<file path="config.mk">
export PLATFORM = sky130hd
export DESIGN_NAME = mem_port_arbiter
export DESIGN_NICKNAME = d
export VERILOG_FILES = /design/src/rtl/mem_port_arbiter.sv
export SDC_FILE = /design/constraint.sdc
export NUM_CORES = 1
export LEC_CHECK = 0
export BUFFER_PORTS_ARGS = -buffer_cell sky130_fd_sc_hd__buf_2
export CORE_AREA = 2 2 59 61
export DETAILED_ROUTE_END_ITERATION = 6
export DIE_AREA = 0 0 61 63
export GPL_TIMING_DRIVEN = 0
export PLACE_DENSITY = 0.85
export SLEW_MARGIN = 20
export SYNTH_ARGS = -nofsm -noshare
export SYNTH_HDL_FRONTEND = slang
export SYNTH_SLANG_ARGS = --single-unit
</file>
<file path="constraint.sdc">
create_clock -name clk -period 3.9 [get_ports clk]
set_clock_uncertainty 0.1 [all_clocks]
set_input_delay 0.78 -clock clk [delete_from_list [all_inputs] [get_ports clk]]
set_output_delay 0.78 -clock clk [all_outputs]
set_load 0.05 [all_outputs]
</file>
<file path="src/rtl/mem_port_arbiter.sv">
// Two-requester arbiter for a single-port synchronous memory: CPU has fixed
// priority, a starvation counter bounds device wait, reads return one cycle later.
module mem_port_arbiter #(
  parameter int unsigned ADDR_W   = 16,
  parameter int unsigned DATA_W   = 16,
  parameter int unsigned MAX_WAIT = 4
) (
  input  logic              clk,
  input  logic              reset,

  input  logic              cpu_req,
  input  logic              cpu_we,
  input  logic [ADDR_W-1:0] cpu_addr,
  input  logic [DATA_W-1:0] cpu_wdata,
  output logic              cpu_gnt,
  output logic              cpu_rvalid,
  output logic [DATA_W-1:0] cpu_rdata,

  input  logic              dev_req,
  input  logic              dev_we,
  input  logic [ADDR_W-1:0] dev_addr,
  input  logic [DATA_W-1:0] dev_wdata,
  output logic              dev_gnt,
  output logic              dev_rvalid,
  output logic [DATA_W-1:0] dev_rdata,

  output logic [ADDR_W-1:0] mem_addr,
  output logic [DATA_W-1:0] mem_wdata,
  output logic              mem_we,
  input  logic [DATA_W-1:0] mem_rdata
);

  localparam logic [3:0] MAX_WAIT_C = 4'(MAX_WAIT);

  logic [3:0] wait_cnt_q, wait_cnt_d;
  logic [1:0] rd_owner_q, rd_owner_d;
  logic       dev_pri;

  assign dev_pri = (wait_cnt_q == MAX_WAIT_C);

  always_comb begin
    cpu_gnt = ~reset & cpu_req & ~(dev_req & dev_pri);
    dev_gnt = ~reset & dev_req & ~cpu_gnt;
  end

  always_comb begin
    mem_addr  = cpu_addr;
    mem_wdata = cpu_wdata;
    mem_we    = 1'b0;
    if (cpu_gnt) begin
      mem_we = cpu_we;
    end else if (dev_gnt) begin
      mem_addr  = dev_addr;
      mem_wdata = dev_wdata;
      mem_we    = dev_we;
    end
  end

  // Counter holds while the device is idle so a returning request keeps its priority.
  always_comb begin
    wait_cnt_d = wait_cnt_q;
    if (dev_gnt) begin
      wait_cnt_d = '0;
    end else if (dev_req && (wait_cnt_q < MAX_WAIT_C)) begin
      wait_cnt_d = wait_cnt_q + 4'd1;
    end
  end

  assign rd_owner_d = {dev_gnt & ~dev_we, cpu_gnt & ~cpu_we};

  always_ff @(posedge clk) begin
    if (reset) begin
      wait_cnt_q <= '0;
      rd_owner_q <= '0;
    end else begin
      wait_cnt_q <= wait_cnt_d;
      rd_owner_q <= rd_owner_d;
    end
  end

  // Gated by reset so a read granted just before reset never reports valid.
  assign cpu_rvalid = rd_owner_q[0] & ~reset;
  assign dev_rvalid = rd_owner_q[1] & ~reset;
  assign cpu_rdata  = mem_rdata;
  assign dev_rdata  = mem_rdata;

endmodule

</file>
==> flow_metrics.tcl <==
set metrics [dict create \
    clkTransAtPathRegs_ns 0.04 \
    leakagePower_nw 0.981 \
    grt_usage_pct 16.7 \
    grt_max_degree 11 \
    gp_congestion 0.733 \
    ys_types 21 \
    drt_iter0_drc 24 \
    synth_common_cells "buf_4 (32), mux2_2 (32), dfxtp_1 (6)" \
    period_share_pct 77.9 \
    dieHeight_um 63 \
    max_freq_mhz 329 \
    h-tree-depth 1 \
    fillCellCount 301 \
    cpPeakStageDelay_ns 0.34 \
    dr.pass1.iters 2 \
    rr_worst_depth 6 \
    synthFlopType "dfxtp_1" \
    synth_cells 101 \
    setup_viol 0 \
    critical_path.max_fanout 10 \
    synth.largest_area_cell "mux2_2" \
    regToRegEndpoint "rd_owner_q[1]$_SDFF_PP0_" \
    cp.required_ns 3.02 \
    tightest_slew_ns 0.289 \
    yosys_warnings 0 \
    grt_first_pass_wirelength_um 4900 \
    syn_area_sq_um 957 \
    start_util_pct 29.6 \
    slew_viol_final 0 \
    clock-root-buffer "clkbuf_4" \
    dieArea_sq_mm 0.00384 \
    clock_latency_ns 0.24 \
    place_ws_ns 0.853 \
    dpl_cell_area_sq_mm 0.00171 \
    cp.arrival_ns 2.16 \
    num_vias 1176 \
    status "finished, final reports clean" \
    path_delay_family "buffers and inverters" \
    finalHoldViolCount 0 \
    reg2reg_slack_ns 2.38 \
    cp-start-kind "input pin" \
    cts_tree "yes" \
    min_from "wait_cnt_q[3]$_SDFFE_PP0P_" \
    worst-path-buf-inv 3 \
    endpoint_kind "output port" \
    critPathMostFrequentCell "buf_2" \
    drive_gt1_share_pct 86.8 \
    max-slew-margin-rel_pct 80.7 \
    diodes 0 \
    startpoint "reset" \
    min_to "wait_cnt_q[3]$_SDFFE_PP0P_" \
    antenna_found_initial 0 \
    cts_resized 0 \
    core_sq_mm 0.00323 \
    cts_made_buffers 3 \
    synth_fp_nets 189 \
    path_cells "buf_2, nand2b_1, a21oi_4, buf_6, mux2_2, buf_2" \
    irDropWorstVdd_v 0.000126 \
    ctsHoldBuffers 0 \
    io_pins 155 \
    viasPerCell 4.08 \
    fp-row-count 21 \
    synth-edff-count 0 \
    dp.final_hpwl_um 2890 \
    area_growth_pct 80.5 \
    finalSetupTns_ns 0 \
    holdPathStages 2 \
    postCtsSetupBuffers 0 \
    finalNetCount 332 \
    syn_avg_cell_area_sq_um 9.48 \
    routed_wl_um 3260 \
    routedWlPerCell_um 11.3 \
    criticalPathCategory "input pin to output port" \
    yosys-top-cells-area "mux2_2 (38%), buf_4 (25%), dfxtp_1 (13%)" \
    ant_nets 0 \
    yosys.area.top_type_share_pct 37.6 \
    worst_slack_ns 0.863 \
    rsz0062_at_grt "no" \
    rr_startpoint "wait_cnt_q[0]$_SDFFE_PP0P_" \
    ys_seq_elements 6 \
    drc 0 \
    min_path_type "flip-flop to flip-flop" \
    grt_remaining_overflow 0 \
    fin_crit_ns 3.04 \
    dieWidth_um 61 \
    max-cap-violations 0 \
    seq_area_frac_synth_pct 12.5 \
    slowest_stage "mux2_2" \
    cts_buffer_depth 2 \
    cts_sinks 6 \
    powerDensity_mw_per_mm2 246 \
    port_buffers 138 \
    grt_pass1_vias 1144 \
    async_flop_share_pct 0 \
    fin_area_sq_mm 0.00173 \
]
==> cells in the final DEF, fill, tap and decap left out <==
cell type / n
a31oi_1: 1
nor3_1: 1
dfxtp_1: 6
xnor2_1: 1
buf_2: 138
nand4b_1: 1
ha_1: 2
buf_4: 32
nor2b_1: 3
and2_1: 1
nor2_1: 2
nand3b_1: 2
a21oi_4: 1
buf_6: 3
mux2_1: 1
clkbuf_4: 3
mux2_2: 32
inv_1: 5
mux2i_1: 1
nor3b_2: 1
nand2b_1: 1
nand2_1: 1
a211oi_1: 3
==> final cells by class <==
cell class                 instances  area (sq um)  share of cell area, %
timing repair buffer             138           691                   40.0
multi-input combinational         55           544                   31.5
buffer                            35           274                   15.9
sequential                         6           120                   6.95
tap                               46          57.6                   3.33
clock buffer                       3          22.5                   1.30
inverter                           5          18.8                   1.09
==> registers in the layout, indices dropped and copies added, names as in the netlist <==
name and cells:
wait_cnt_q 4, rd_owner_q 2
==> worst max path at each step <==
stage	endpoint	slack, ns	depth (start not counted)
5_1_grt	mem_wdata[1]	0.78	6
2_1_floorplan	mem_addr[1]	1.13	4
3_5_place_dp	mem_wdata[9]	0.85	6
3_3_place_gp	mem_wdata[1]	0.84	6
4_1_cts	mem_wdata[9]	0.84	6
6_report	mem_wdata[9]	0.86	6
==> routing by layer <==
metal,global-route usage (%),up-vias,part of all wire (%)
met5,0,-,0
met4,6.25,0,0.43
met3,3.52,2,8.0
met2,28.9,68,54
met1,19.4,507,38
li1,-,599,-
==> kinds of logic after synthesis <==
family	Yosys count	synth area share, %
muxes	34	39.9
adders and majority gates	2	2.61
AOI/OAI and AO/OA	5	4.71
xor gates and xnor gates	1	0.915
DFF	6	12.5
buffers and inverters	40	30.6
and+or+nand+nor	13	8.76
==> power breakdown <==
part	leakage, nW	internal (mW)	total (mW)	switching [mW]
Sequential	0.0489	0.0638	0.0651	0.00136
Clock	0.0138	0.0348	0.0569	0.0221
Combinational	0.918	0.101	0.303	0.201
==> through the flow <==
stage          util (%)  hold slack [ns]  total power, mW  cells
6_report           53.5            0.391            0.425    288
5_1_grt            53.5            0.412            0.449    288
4_1_cts            53.5            0.388            0.429    288
3_5_place_dp       52.8            0.384            0.369    285
3_3_place_gp       52.8            0.381            0.366    285
2_1_floorplan         -            0.362            0.293    101
==> tightest hold or removal path, stage by stage (launching register included) <==
cell and delay, ns:
dfxtp_1 0.32, inv_1 0.07, nor3_1 0.05
No activity file was read; power rests on OpenSTA's default activity.
